File: src/rtl/mod_addsub_pipe.sv
// mod_addsub_pipe: elastic pipelined modular adder/subtractor.
//
// Computes (a + b) mod Q or (a - b) mod Q on WIDTH-bit operands over a
// STAGES-deep valid/ready pipeline. Operands that are not reduced (>= Q)
// produce result 0 with the error flag set. A sideband tag travels with
// every operation.
//
// Ports:
//   clk, rst          clock, synchronous active-high reset
//   in_valid/in_ready input handshake
//   in_a, in_b        operands (WIDTH bits)
//   in_op             0 = add, 1 = subtract
//   in_tag            sideband tag (TAG_W bits)
//   out_valid/ready   output handshake
//   out_result        modular result (WIDTH bits)
//   out_tag           tag of the operation on out_result
//   out_err           operand out of range for this operation
module mod_addsub_pipe #(
  parameter int WIDTH  = 12,
  parameter int Q      = 3329,
  parameter int STAGES = 2,
  parameter int TAG_W  = 4
) (
  input  logic             clk,
  input  logic             rst,
  input  logic             in_valid,
  output logic             in_ready,
  input  logic [WIDTH-1:0] in_a,
  input  logic [WIDTH-1:0] in_b,
  input  logic             in_op,
  input  logic [TAG_W-1:0] in_tag,
  output logic             out_valid,
  input  logic             out_ready,
  output logic [WIDTH-1:0] out_result,
  output logic [TAG_W-1:0] out_tag,
  output logic             out_err
);

  localparam logic [WIDTH:0] Q_EXT = Q[WIDTH:0];

  // Per-stage state. val holds the raw sum/difference in stage 0 (when
  // STAGES >= 2) and the corrected result from stage 1 onward; flag marks
  // a value that still needs the +/-Q correction.
  logic [STAGES-1:0] valid_q, valid_d;
  logic [WIDTH:0]    val_q [STAGES];
  logic [WIDTH:0]    val_d [STAGES];
  logic [STAGES-1:0] flag_q, flag_d;
  logic [STAGES-1:0] op_q, op_d;
  logic [STAGES-1:0] err_q, err_d;
  logic [TAG_W-1:0]  tag_q [STAGES];
  logic [TAG_W-1:0]  tag_d [STAGES];

  logic [STAGES-1:0] stage_en;
  logic              all_full;
  logic              accept;

  logic [WIDTH:0]    a_ext, b_ext, sum_raw, diff_raw, in_raw;
  logic              in_need, in_err;

  // A flagged add overshoots by exactly Q; a flagged subtract wrapped
  // below zero, and adding Q modulo 2**(WIDTH+1) lands on a - b + Q.
  function automatic logic [WIDTH:0] correct(input logic [WIDTH:0] raw,
                                             input logic need,
                                             input logic op);
    if (!need) begin
      return raw;
    end
    if (op) begin
      return raw + Q_EXT;
    end
    return raw - Q_EXT;
  endfunction

  always_comb begin
    a_ext    = {1'b0, in_a};
    b_ext    = {1'b0, in_b};
    sum_raw  = a_ext + b_ext;
    diff_raw = a_ext - b_ext;
    in_err   = (a_ext >= Q_EXT) || (b_ext >= Q_EXT);
    in_raw   = in_op ? diff_raw : sum_raw;
    in_need  = in_op ? (a_ext < b_ext) : (sum_raw >= Q_EXT);
  end

  // Stage k can take new data unless it and every stage after it are full
  // while the output is stalled. Computed from valid bits and out_ready
  // only, so in_valid never reaches in_ready.
  always_comb begin
    stage_en = '0;
    all_full = 1'b1;
    for (int k = 0; k < STAGES; k++) begin
      all_full = 1'b1;
      for (int j = k; j < STAGES; j++) begin
        all_full = all_full & valid_q[j];
      end
      stage_en[k] = out_ready || !all_full;
    end
  end

  assign in_ready = !rst && stage_en[0];
  assign accept   = in_valid && in_ready;

  always_comb begin
    valid_d = valid_q;
    val_d   = val_q;
    flag_d  = flag_q;
    op_d    = op_q;
    err_d   = err_q;
    tag_d   = tag_q;

    if (stage_en[0]) begin
      valid_d[0] = accept;
      if (accept) begin
        tag_d[0] = in_tag;
        err_d[0] = in_err;
        op_d[0]  = in_op;
        // Errored operations are forced to zero here so the later
        // correction stage passes them through untouched.
        if (STAGES == 1) begin
          val_d[0]  = in_err ? '0 : correct(in_raw, in_need, in_op);
          flag_d[0] = 1'b0;
        end else begin
          val_d[0]  = in_err ? '0 : in_raw;
          flag_d[0] = !in_err && in_need;
        end
      end
    end

    // Stage 1 applies the correction; later stages see flag = 0 and the
    // correction degenerates to a plain copy.
    for (int k = 1; k < STAGES; k++) begin
      if (stage_en[k]) begin
        valid_d[k] = valid_q[k-1];
        if (valid_q[k-1]) begin
          val_d[k]  = correct(val_q[k-1], flag_q[k-1], op_q[k-1]);
          flag_d[k] = 1'b0;
          op_d[k]   = op_q[k-1];
          err_d[k]  = err_q[k-1];
          tag_d[k]  = tag_q[k-1];
        end
      end
    end
  end

  always_ff @(posedge clk) begin
    if (rst) begin
      valid_q <= '0;
      flag_q  <= '0;
      op_q    <= '0;
      err_q   <= '0;
      for (int k = 0; k < STAGES; k++) begin
        val_q[k] <= '0;
        tag_q[k] <= '0;
      end
    end else begin
      valid_q <= valid_d;
      flag_q  <= flag_d;
      op_q    <= op_d;
      err_q   <= err_d;
      for (int k = 0; k < STAGES; k++) begin
        val_q[k] <= val_d[k];
        tag_q[k] <= tag_d[k];
      end
    end
  end

  assign out_valid  = valid_q[STAGES-1];
  assign out_result = val_q[STAGES-1][WIDTH-1:0];
  assign out_tag    = tag_q[STAGES-1];
  assign out_err    = err_q[STAGES-1];

  // The final stage's carry bit is always zero after correction, and its
  // flag/op bits have no consumer.
  logic unused_last;
  assign unused_last = ^{val_q[STAGES-1][WIDTH], flag_q[STAGES-1], op_q[STAGES-1]};

endmodule

File: config.mk
export PLATFORM = sky130hd
export DESIGN_NAME = mod_addsub_pipe
export DESIGN_NICKNAME = d
export VERILOG_FILES = /design/src/rtl/mod_addsub_pipe.sv
export SDC_FILE = /design/constraint.sdc
export NUM_CORES = 1
export LEC_CHECK = 0
export BUFFER_PORTS_ARGS = -buffer_cell sky130_fd_sc_hd__buf_4
export CAP_MARGIN = 10
export CORE_UTILIZATION = 30
export DETAILED_ROUTE_END_ITERATION = 8
export GPL_TIMING_DRIVEN = 1
export PLACE_DENSITY_LB_ADDON = 0.08
export SLEW_MARGIN = 20
export SYNTH_ARGS = -nofsm -noshare
export SYNTH_HDL_FRONTEND = slang
export SYNTH_SLANG_ARGS = --single-unit
File: constraint.sdc
create_clock -name clk -period 3.9 [get_ports clk]
set_clock_uncertainty 0.15 [all_clocks]
set_input_delay 0.195 -clock clk [delete_from_list [all_inputs] [get_ports clk]]
set_output_delay 0.195 -clock clk [all_outputs]
set_load 0.02 [all_outputs]
# Word-level counts from Yosys, hierarchy flattened
# Index checks and enable logic that the tools add are counted.
# W data, S select, Z words.
# totals
elab_cells,45
register_bits,38
# op_classes
muxes,14
order_cmp,4
n_bitwise,1
addsub,4
n_reduce_logical,12
# ops
op,n
$mux W12,6
$ge A12 B12 Y1 const B,2
$add A12 B12 Y13,1
$ge A13 B12 Y1 const B,1
$add A12 B12 Y12 const B,1
$lt A12 B12 Y1,1
$sub A12 B12 Y12,1
$sub A12 B12 Y12 const B,1
$mux W1,8
$logic_not A1 Y1,4
$reduce_and A2 Y1,2
$logic_and A1 B1 Y1,3
$logic_or A1 B1 Y1,3
$and A1 B1 Y1,1

# Longest topological paths before layout
# Gate-level depths: netlist of the first run.
# depth
word_depth,8
mapped_depth,11

# Worst setup path after synthesis of the first run
# OpenSTA, ideal clock, no wires.
# synth_path
path_kind,input port to flip-flop
from,input port in_a[0]
to,register val_q[23] (netlist name)
setup_ps,127
required_time_ps,3623
slack_ps,1303
path_stages,11
arrival_ps,2320
path_cell_list,inv_1 > ha_1 > inv_1 > fa_1 > a21o_1 > a21o_1 > a2111oi_1 > o21bai_1 > a31oi_1 > nor3_1 > or3b_1
# synth_via
elab_chain_len,3
elab_cells_between_ends,6
cone_classes,add/sub: 2; order compare: 1; mux: 2; reduce/logical: 1
# synth_lines
item,line,rtl
"start, declared",28,"input logic [WIDTH-1:0] in_a,"
$add A12 B12 Y13 (tied with other cells),77,sum_raw = a_ext + b_ext;
$mux W12 / $logic_or A1 B1 Y1 (equally long branches),"80, 79",
$mux W12 (*),122,val_d[0] = in_err ? '0 : in_raw;
"end signal, assigned by index",160,val_q[k] <= val_d[k];
"end, declared",45,logic [WIDTH:0] val_q [STAGES];
# Every way passes the cells marked *; elsewhere a longest branch is shown, timed or not.
# A chain may end at the register's enable or synchronous reset.

# Worst setup path in the final report of the first run
# layout_path
from,register op_q[0]
to,register val_q (netlist bit out_result[11])
# layout_via
elab_chain_len,6
elab_cells_between_ends,7
cone_classes,mux: 7
# layout_lines
item,line,rtl
"start, declared",48,"logic [STAGES-1:0] op_q, op_d;"
"start signal, assigned",157,op_q <= op_d;
$mux W1 (2 in a row),68,if (op) begin
$mux W1,133,if (valid_q[k-1]) begin
$mux W1,131,if (stage_en[k]) begin
$mux W12 (*),71,return raw - Q_EXT;
$mux W12 (*),68,
# Every way passes the cells marked *; elsewhere a longest branch is shown, timed or not. The select of a mux whose other input is x is not followed.

==> results.txt, run 1 <==
- Clock Pin Slew Worst Setup and Hold Paths: 0.06 ns
- Summed over all cells, the static leakage comes to about 1.7 nW.
* GPL Wtd Cong: between 0.8 and 0.9
* DRC violations left: 0
- DIE WIDTH: between 100 and 150 um
- The longest clock path from root to sink contains 2 buffers.
* Fill count: 1170
- Num ports: 52
- Worst hold path cell count: 3
- In the synthesized netlist, the cells that appear most often are dfxtp_1, nand2_1, ha_1, nor2_1.
- Area of the die: 11800 um^2
- Counting flops with a built-in enable in the synthesized netlist gives 0.
* Post-synth design cell area: roughly 3400 um^2
* Root buffer cell: clkbuf_16
- The Yosys step of the flow raised 0 warnings.
- The synthesized design contains 38 register bits.
- At the worst endpoint, the arrival time is 2.85 ns.
- Setup repair after global routing left no endpoint under its margin.
- For this configuration, the core starts out at a cell density of approximately 31%.
* Setup Total Neg Slack: 0 ns
* Cell count after synthesis: approximately 430
- Cell taking the most area after synthesis: dfxtp_1
- Along the worst path, the maximum fanout reaches 13.
* Dominant register cell in the synthesized netlist: dfxtp_1
- The first global-routing pass estimated 14.4 mm of wire.
- Worst reg-to-reg setup slack: slightly above 1 ns
- Core region area: 11000 um^2
- Headroom to the max-slew limit: 40.2%
- # H-tree levels: 2
- The die is 109 um tall.
* CTS tree: yes
* Final design instance area without fill: approximately 4000 um^2
- Startpoint-to-endpoint class of the critical path: reg2reg
- Maximum clock frequency: 348 MHz
- Grouping stages by cell kind, the critical path spends the most delay in compound AO/OA/AOI/OAI gates.
- Count of buffer and inverter cells on the critical path: 1
* Top cells by area in the synthesized netlist: dfxtp_1, ha_1, a21oi_1
- Clock tree synthesis found a total of 38 sinks.
- Max-cap violations in this run came to 0.
- The number of antenna violations at the first check in global routing came to 0.
* Worst reg2reg path endpoint: out_result[11]
- Peak per-stage delay on the critical path: 0.35 ns
- GRT Total Usage: 15.4%
- Before antenna repair, the detailed router went through 4 iterations.
- IR analysis of the VDD net gives a maximum drop of 0.000146 V.
- Post-detailed-route count of antenna-violating nets: 0
- After synthesis, flip-flops and latches occupy 22.3% of the total area.
- STA classifies the critical path startpoint as a flip-flop.
- Antenna cells: 0
- In this run the tool buffered the top-level ports with 51 buffer cells.
- At the pin with the least slew margin, the transition time is 0.897 ns.
* Final period util: 73.7%
- The hold violation total from the final report came to 0.
- The placed instances occupy a cell area of roughly 3800 um^2.
- For the worst-skew pair, the clock arrives at the later sink with an insertion delay of approximately 0.28 ns.
* Startpoint of the worst hold path: in_valid
- Synth cell types: 71
- Setup violations remaining at the end of the flow were counted as 0.
- The routed layout has between 3000 and 4000 vias.
- For hold timing, the worst endpoint is valid_q[0].
- The final layout contains routed wiring with a total length of 8.63 mm.
- Number of cell instances on the worst register-to-register path: 9
* Vias in the first global route: 2902
* Share of post-route cells with drive strength above 1: 15.5%
* Share of the core filled with cells: 36.2%
- For this block, the initial DRC count from the detailed router was 79.
- Once the clock tree was built, the resizer swapped 0 gates to a different size.
* Reg-to-reg critical path startpoint: op_q[0]
- Minimum clock period after layout: 2.87 ns
* Mean routed wirelength per cell: 14.2 um
- The number of clock buffers added by TritonCTS is 5.
- Summed over its instances, the top area cell type makes up 22.3% of the synthesized netlist area.
* Async set-or-reset flop fraction in the synthesized netlist: 0%
- HPWL Detailed: 6.88 mm
- The number of nets in the synthesized netlist is between 500 and 600.
- Row generation in the floorplan step produced 38 rows.
- Class of the most critical hold timing path: in2reg
- Result of the run: finished clean
- Largest net degree at the start of global routing: 28
* Final #Nets: 535
- In this run the power density over the cells is approximately 330 nW/um^2.
- Compared with the post-synthesis result, the final layout area differs by 16.4%.
- Global routing finished with a remaining overflow of 0.
- After detailed routing, the number of vias per cell comes to 4.97.
- STA puts the critical path data required time at approximately 3.9 ns.
- Slowest cell on crit path: inv_1
- A synthesized cell averages ~7.9 um^2.
* Worst setup EP type: flip-flop
- Ordered cell list for the critical path: inv_1 -> ha_1 -> a21o_1 -> a211oi_1 -> o21ai_0 -> nor4b_1 -> o31ai_1 -> xor2_1 -> a21oi_1
* Pins over their slew limit: 0
## power breakdown
group | internal (mW) | switching (mW) | total (mW)
clock network | 0.253 | 0.152 | 0.406
logic | 0.202 | 0.254 | 0.457
registers | 0.415 | 0.0252 | 0.440
## how the worst max path moves through the flow
stage	from	to	slack [ns]	cells after the start
2_1_floorplan	in_a[0]	val_q[23]	1.30	11
3_3_place_gp	in_a[0]	val_q[23]	0.86	12
3_5_place_dp	in_a[0]	val_q[23]	0.81	12
4_1_cts	op_q[0]	out_result[11]	1.02	9
5_1_grt	op_q[0]	out_result[11]	0.78	9
6_report	op_q[0]	out_result[11]	1.03	9
## cells by family after synthesis
logic type | share of synthesized area (%)
and+or+nand+nor | 19.8
adders and majority gates | 14.2
AOI/OAI and AO/OA | 25.8
DFF | 22.3
buffers and inverters | 9.74
muxes | 3.04
xor gates and xnor gates | 5.13
## state kept, by name, summed over array words and instances (netlist names)
register and count:
out_tag 4, err_q 2, valid_q 2, out_result 12, flag_q 1, op_q 1, tag_q 4, val_q 12
## what timing repair did
item | in CTS | in global routing
hold buffers | 4 | 0
endpoints found under the hold margin | 4 | 0
buffers inserted | 0 | 0
## placed cells by master, fill, tap and decap left out, types with 3 or more instances in the layout
| cell | netlist | final |
|---|---|---|
| a211oi_1 | 10 | 10 |
| a21o_1 | 9 | 9 |
| a21oi_1 | 32 | 32 |
| a22oi_1 | 6 | 6 |
| a31oi_1 | 8 | 8 |
| and2_1 | 3 | 3 |
| buf_4 | 16 | 53 |
| clkbuf_16 | 0 | 5 |
| dfxtp_1 | 38 | 38 |
| dlygate4sd3_1 | 0 | 4 |
| fa_1 | 3 | 3 |
| ha_1 | 34 | 34 |
| inv_1 | 32 | 32 |
| mux2i_1 | 7 | 7 |
| nand2_1 | 38 | 38 |
| nand2b_1 | 5 | 5 |
| nand3_1 | 10 | 10 |
| nand3b_1 | 4 | 4 |
| nor2_1 | 34 | 34 |
| nor2b_1 | 4 | 4 |
| nor3_1 | 15 | 15 |
| nor4_1 | 4 | 4 |
| nor4b_1 | 3 | 3 |
| o211ai_1 | 4 | 4 |
| o21a_1 | 4 | 4 |
| o21ai_0 | 18 | 18 |
| o21bai_1 | 3 | 3 |
| o31ai_1 | 4 | 4 |
| or3_1 | 3 | 3 |
| xnor2_1 | 18 | 18 |
## routing by layer
layer | global-route usage [%] | vias up | share of wire [%]
li1 | - | 1605 | -
met2 | 26.3 | 46 | 45
met4 | 3.76 | 0 | 1.0
met3 | 1.85 | 7 | 2.4
met1 | 20.5 | 1356 | 51
met5 | 0 | - | 0
## area by class of cell
class | instances | area [um^2] | area share [%]
multi-input combinational | 328 | 2320 | 58.4
clock buffer | 7 | 143 | 3.59
inverter | 35 | 131 | 3.31
timing repair buffer | 57 | 438 | 11.0
tap | 140 | 175 | 4.41
sequential | 38 | 761 | 19.1
clock inverter | 1 | 5.00 | 0.126
## worst register-to-register path, stage by stage (launching register included)
cell and delay [ns]:
dfxtp_1 0.34, inv_1 0.35, ha_1 0.33, a21o_1 0.20, a211oi_1 0.32, o21ai_0 0.26, nor4b_1 0.21, o31ai_1 0.32
xor2_1 0.17, a21oi_1 0.07
## through the flow
stage	hold slack, ns	power (mW)	worst slack (ns)	instances
2_1_floorplan	0.144	0.789	1.30	434
3_3_place_gp	0.228	0.901	0.864	594
3_5_place_dp	0.238	0.902	0.806	594
4_1_cts	0.0155	1.32	1.02	606
5_1_grt	0.0286	1.39	0.782	606
6_report	0.0202	1.30	1.03	606
(Power assumes the default switching activity.)
==> run 2: changes to the inputs <==
==> constraint.sdc (replaced) <==
create_clock -name clk -period 2.7 [get_ports clk]
set_clock_uncertainty 0.15 [all_clocks]
set_input_delay 0.135 -clock clk [delete_from_list [all_inputs] [get_ports clk]]
set_output_delay 0.135 -clock clk [all_outputs]
set_load 0.02 [all_outputs]
==> run 2 against run 1 <==
Compared with the run above:
- routed wire length grew 5.4%
- sequential power up 42%
- largest cell class unchanged
- power grew 50%
- clock power grew 46%
- global-route usage grew 1.1 points
- sequential cell count unchanged
- critical path depth up 4
- register-to-register slack worse by 0.83 ns
- core utilization grew 2.3 points
- clock-buffer cell count down 1
- final area increased by 6.3%
- die area is the same
==> results.txt, run 2 (synthesis results as in run 1) <==
- The worst setup path is launched from an input pin.
* Setup Total Neg Slack: 0 ns
- Clock latency of the later-clocked register in the worst-skew pair: 0.28 ns
* Root buffer cell: clkbuf_16
* Largest net degree at the start of global routing: 28
* Worst reg-to-reg setup slack: 0.20 ns
- Setup violations remaining at the end of the flow were counted as 0.
* Most frequent standard cell in the layout excluding fill and tap cells: buf_4
* Post-detailed-route count of antenna-violating nets: 0
- Minimum clock period after layout: roughly 2.5 ns
- The startpoint identified for the worst register-to-register timing path is op_q[0].
* Maximum VDD drop: around 0.00022 V
- Initial DRC count: 72
- Metal1 wirelength: 4.63 mm
* Initial antenna violation count: 0
- Power per unit of standard cell area: between 400 and 500 nW/um^2
* CTS tree: yes
* Pins over their slew limit: 0
* Result of the run: finished clean
* Antenna cells: 0
* Fill count: 1138
* Share of post-route cells with drive strength above 1: a little over a fifth
* Transition time at the pin with the least slew margin: 0.675 ns
- Via count: 3141
- Area taken by multi-input logic gates: roughly 2400 um^2
- At the worst endpoint, the arrival time is 2.56 ns.
* Final Hold Fails: 0
* Worst setup EP type: flip-flop
- After detailed routing, the met2 layer carries 4.09 mm of wire.
- GPL Wtd Cong: 0.791
- Startpoint-to-endpoint class of the critical path: in2reg
- DRC violations left: 0
- Class of the most critical hold timing path: in2reg
- Final period util: ~94%
* Number of buffers created by CTS: 5
- The worst register-to-register path has a depth of 9.
* Mean routed wirelength per cell: 14.3 um
- Leakage power: 1.87 nW
- Area of the die: 11800 um^2
- Measured along the x axis, the die boundary spans 109 um.
- The library cells used most frequently in the layout, excluding fill and tap cells, are buf_4, nand2_1, dfxtp_1.
- Across the whole layout, storage elements account for around 760 um^2.
- Crit path launch: in_a[0]
- The H-tree was split into 2 levels.
* RSZ-0062 raised after global routing: false
* Max Cap Viol: 0
- STA puts the critical path data required time at 2.71 ns.
- Max layer used: met4
- Met3 WL post-DR: 181 um
* Number of buffers on the longest clock path: 2
- Once detailed placement completed, the half-perimeter wirelength came to ~7.3 mm.
- Clock Pin Slew Worst Setup and Hold Paths: approximately 0.06 ns
- Total overflow reported by the global router: 0
- Row generation in the floorplan step produced 38 rows.
- Maximum clock frequency: about 400 MHz
- After detailed routing, the total wire length is 9.09 mm.
- In this run the standard cell core region covers roughly 11000 um^2.
- Post-DP Area: 3980 um^2
- The first global-routing pass estimated 15.3 mm of wire.
* Worst reg2reg path endpoint: out_result[11]
- During I/O placement, the number of pins put on the boundary was 52.
* PortBufs: 51
- Area growth from synthesis to layout: 23.7%
- 1st-pass router iterations: 4
- Share of the core filled with cells: 38.5%
- The via count of the first global-routing pass came to 3068.
* Number of cells in the finished layout apart from fillers: 634
- Global routing used 16.5% of the available tracks.
- Headroom to the max-slew limit: 55.0%
* Destination of the critical timing path: val_q[23]
* Sink Count: 38
* # placed instances: 620
- Largest driver fanout on the critical path: 2
- The floorplan step set the die height to ~110 um.
- Vias per Instance: 4.95
- Final #Nets: 563
- Initial Utilization: 31.1%
- Final design instance area without fill: 4230 um^2
* Startpoint of the worst hold path: out_ready
-- run 2: area by class of cell --
type | instances | area share (%)
Tap cell | 140 | 4.14
Sequential cell | 38 | 18.0
Multi-Input combinational cell | 328 | 55.8
Timing Repair Buffer | 85 | 15.4
Clock buffer | 6 | 3.29
Inverter | 35 | 3.11
Clock inverter | 2 | 0.296
-- run 2: repair_timing --
action                     4_1_cts  5_1_grt
pin swaps                        0        4
hold buffers                     5        0
resized for setup                1        6
setup endpoints to repair        1        5
hold endpoints to repair         5        0
buffers inserted                 0        1
-- run 2: worst min path at each step --
| stage | cells after the start | slack [ns] | to |
|---|---|---|---|
| CTS | 3 | 0.03 | valid_q[1] |
| global route | 3 | 0.05 | valid_q[1] |
| finish | 3 | 0.04 | valid_q[1] |
| detailed placement | 3 | 0.18 | tag_q[4] |
| floorplan | 2 | 0.08 | tag_q[4] |
| global placement | 3 | 0.17 | tag_q[4] |
-- run 2: power breakdown --
group,internal (mW),switching [mW]
combinational,0.337,0.396
clock,0.365,0.228
sequential,0.599,0.0279
-- run 2: metal layers --
layer | vias up | track usage [%]
li1 | 1661 | -
met1 | 1412 | 22.4
met2 | 55 | 26.9
met3 | 13 | 1.67
met4 | 0 | 6.08
met5 | - | 0
-- run 2: stage by stage --
stage          hold WS [ns]  power (mW)  setup WS, ns
6_report             0.0388        1.95         0.156
4_1_cts              0.0340        1.96        0.0513
5_1_grt              0.0535        2.09       0.00453
3_3_place_gp          0.169        1.35        -0.268
3_5_place_dp          0.181        1.35        -0.331
2_1_floorplan        0.0839        1.14         0.163
-- run 2: critical path, cell delays in order --
cell and delay (ns):
buf_4 0.11, inv_1 0.05, ha_1 0.18, inv_1 0.06, fa_1 0.38, a21o_1 0.17, a21o_1 0.22, a2111oi_4 0.35
buf_4 0.16, o21bai_1 0.09, a31oi_2 0.22, nor3_1 0.07, or3b_1 0.35
==> run 3: changes to the inputs <==
==> constraint.sdc (replaced) <==
create_clock -name clk -period 2.2 [get_ports clk]
set_clock_uncertainty 0.15 [all_clocks]
set_input_delay 0.11 -clock clk [delete_from_list [all_inputs] [get_ports clk]]
set_output_delay 0.11 -clock clk [all_outputs]
set_load 0.02 [all_outputs]
==> run 3 against run 2 <==
Compared with the run above:
- the run now ends with setup timing left
- final cell count up 8.8%
- setup slack got worse by 0.21 ns
- register-to-register slack worse by 0.20 ns
- hold slack improved by 0.11 ns
- core utilization up 6.7 points
- critical path depth shrank 1
- power is 40% higher
- sequential share of layout area decreased by 2.6 points
- combinational power increased by 56%
- routed wire length grew 5.1%
==> results.txt, run 3 (synthesis results as in run 1) <==
- Maximum clock frequency: 443 MHz
- Failing checks: setup timing
- Routability-driven placement finished with a final weighted congestion of just over 0.8.
* Number of buffers on the longest clock path: 2
- Maximum VDD drop: 0.000332 V
- Final setup vio count: 3
- Crit path launch: in_a[0]
* Post-detailed-route count of antenna-violating nets: 0
- Mean routed wirelength per cell: 13.8 um
* Arrival time reported for the critical path endpoint: about 2.3 ns
- Routed wire length: 9.55 mm
* Most frequent standard cell in the layout excluding fill and tap cells: buf_4
- STA classifies the critical path startpoint as an input pin.
* Clock latency of the later-clocked register in the worst-skew pair: 0.28 ns
* Power per unit of standard cell area: ~550 nW/um^2
* Sink Count: 38
- Detailed routing inserted a total of 3387 vias.
- Core region area: ~11000 um^2
* # placed instances: 670
- Hold Worst Slack: approximately 0.15 ns
- Number of buffers created by CTS: 5
- Largest net degree at the start of global routing: 26
- Post-layout worst setup margin: -0.0563 ns
- Worst reg-to-reg setup slack: 0 ns
- Startpoint-to-endpoint class of the critical path: in2reg
- In this run the worst hold path is classified as in2reg.
- Endpoint required time on the critical path: between 2 and 2.5 ns
- Fill count: between 1000 and 1500
* Clock Pin Slew Worst Setup and Hold Paths: 0.06 ns
- Reg-to-reg critical path startpoint: op_q[0]
- Cells fill between 40% and 50% of the core in the end.
- During I/O placement, the number of pins put on the boundary was 52.
- Max Cap Viol: 0
- Highest-count cells in the layout ignoring fill and taps: buf_4, nand2_1, dfxtp_1
- Initial DRC count: 77
- For this run, the slowest stage of the critical path takes 0.34 ns.
- Worst setup EP type: flip-flop
- Antenna cells: 0
- Worst-case setup slack after placement: -0.455 ns
- Height of the die: 109 um
- Once the floorplan was initialized, standard cells occupied 31.1% of the core.
- The number of cells on the worst reg-to-reg path is 9.
- The number of antenna violations at the first check in global routing came to 0.
* Pins over their slew limit: 0
* Largest driver fanout on the critical path: 3
- Final #Nets: 620
- Vias per Instance: 4.91
* Row count: 38
- The first global-routing pass estimated 16.1 mm of wire.
- Headroom to the max-slew limit: around two thirds
* HPWL Detailed: 7.75 mm
- The smallest clock period supported by the final layout is computed as 2.26 ns.
- DRC violations left: 0
- Root buffer cell: clkbuf_16
- Area of the die: approximately 12000 um^2
- # H-tree levels: 2
* Total overflow reported by the global router: 0
- Setup repair after global routing could not meet its margin everywhere.
- Final Hold Fails: 0
- By instance count, the cell type seen most on the critical path is a21o_1.
- Counting instances, the worst hold path has a depth of 4.
- Slowest cell on crit path: fa_2
* Vias in the first global route: 3344
- Leakage power: between 2 and 2.5 nW
* Ordered cell list for the critical path: buf_8 -> inv_4 -> ha_4 -> inv_2 -> fa_2 -> a21o_1 -> a21o_1 -> a2111oi_4 -> o21bai_1 -> a31oi_1 -> nor3_1 -> or3b_1
- The finished layout holds 690 standard cells, fillers aside.
- Final period util: 103%
- For this run, the total global-route usage over all layers was measured as 17.3%.
- TritonCTS built the clock tree.
- At the pin with the least slew margin, the transition time is 0.494 ns.
- The worst register-to-register path ends at out_result[9].
- The post-route netlist has 35.5% of its cells at a drive strength greater than 1.
- The first detailed-routing pass ran for 4 iterations.
* Destination of the critical timing path: val_q[23]
- DIE WIDTH: 109 um
- PortBufs: 51
- Area growth from synthesis to layout: 45.3%
* Result of the run: finished with violations
## run 3: changes by cell type in the layout (fill, tap and decap cells not counted), sizes merged
cell,before,now
clkinv,2,1
bufinv,0,1
clkinvlp,1,0
buf,80,136
dlygate4sd3,5,6
## run 3: worst min-delay path by stage
stage	startpoint	to	slack [ns]
floorplan	in_tag[0]	tag_q[4]	0.06
global placement	in_tag[0]	tag_q[4]	0.15
detailed placement	in_tag[3]	tag_q[7]	0.15
CTS	in_op	op_q[0]	0.16
global route	rst	val_q[17]	0.18
finish	in_op	op_q[0]	0.15
## run 3: repair_timing
action                                  CTS  global route
endpoints found under the setup margin    8            10
hold buffers                              6             0
hold endpoints to repair                  6             0
pin swaps                                16            22
buffers inserted                          3             4
resized for setup                        17            23
## run 3: power by group
group	switching, mW	internal, mW	total [mW]	leakage, nW
clock	0.270	0.559	0.829	0.0829
combinational	0.565	0.571	1.14	1.82
sequential	0.0316	0.736	0.768	0.312
## run 3: critical path: cells and delay by family
family | cells | cell delay [ns]
compound gates | 5 | 1.08
fa+ha+maj | 2 | 0.47
buf+inv | 3 | 0.19
simple gates | 2 | 0.42
## run 3: cell type report
| cell class | instances | area [um^2] | area share (%) |
|---|---|---|---|
| inverters | 35 | 136 | 2.75 |
| clock buffers | 6 | 139 | 2.80 |
| clock inverters | 1 | 30.0 | 0.605 |
| multi-input cells | 328 | 2600 | 52.4 |
| repair buffers | 142 | 1120 | 22.5 |
| well taps | 140 | 175 | 3.53 |
| flip-flops and latches | 38 | 763 | 15.4 |
## run 3: stage by stage
stage / total power [mW] / instance area [um^2] / TNS, ns
after floorplan: 1.43 / 3520 / -0.127
after global placement: 1.80 / 4480 / -2.03
after detailed placement: 1.81 / 4480 / -2.23
after CTS: 2.69 / 4800 / -0.0440
after global routing: 2.91 / 4960 / -0.506
final: 2.73 / 4960 / -0.0652
## run 3: per-layer routing
| metal | GRT usage (%) | part of all wire (%) | wire (um) | up-vias |
|---|---|---|---|---|
| li1 | - | - | - | 1779 |
| met1 | 22.6 | 48 | 4590 | 1540 |
| met2 | 29.7 | 48 | 4550 | 61 |
| met3 | 2.15 | 3.2 | 304 | 7 |
| met4 | 4.83 | 1.1 | 104 | 0 |
| met5 | 0 | 0 | 0 | - |
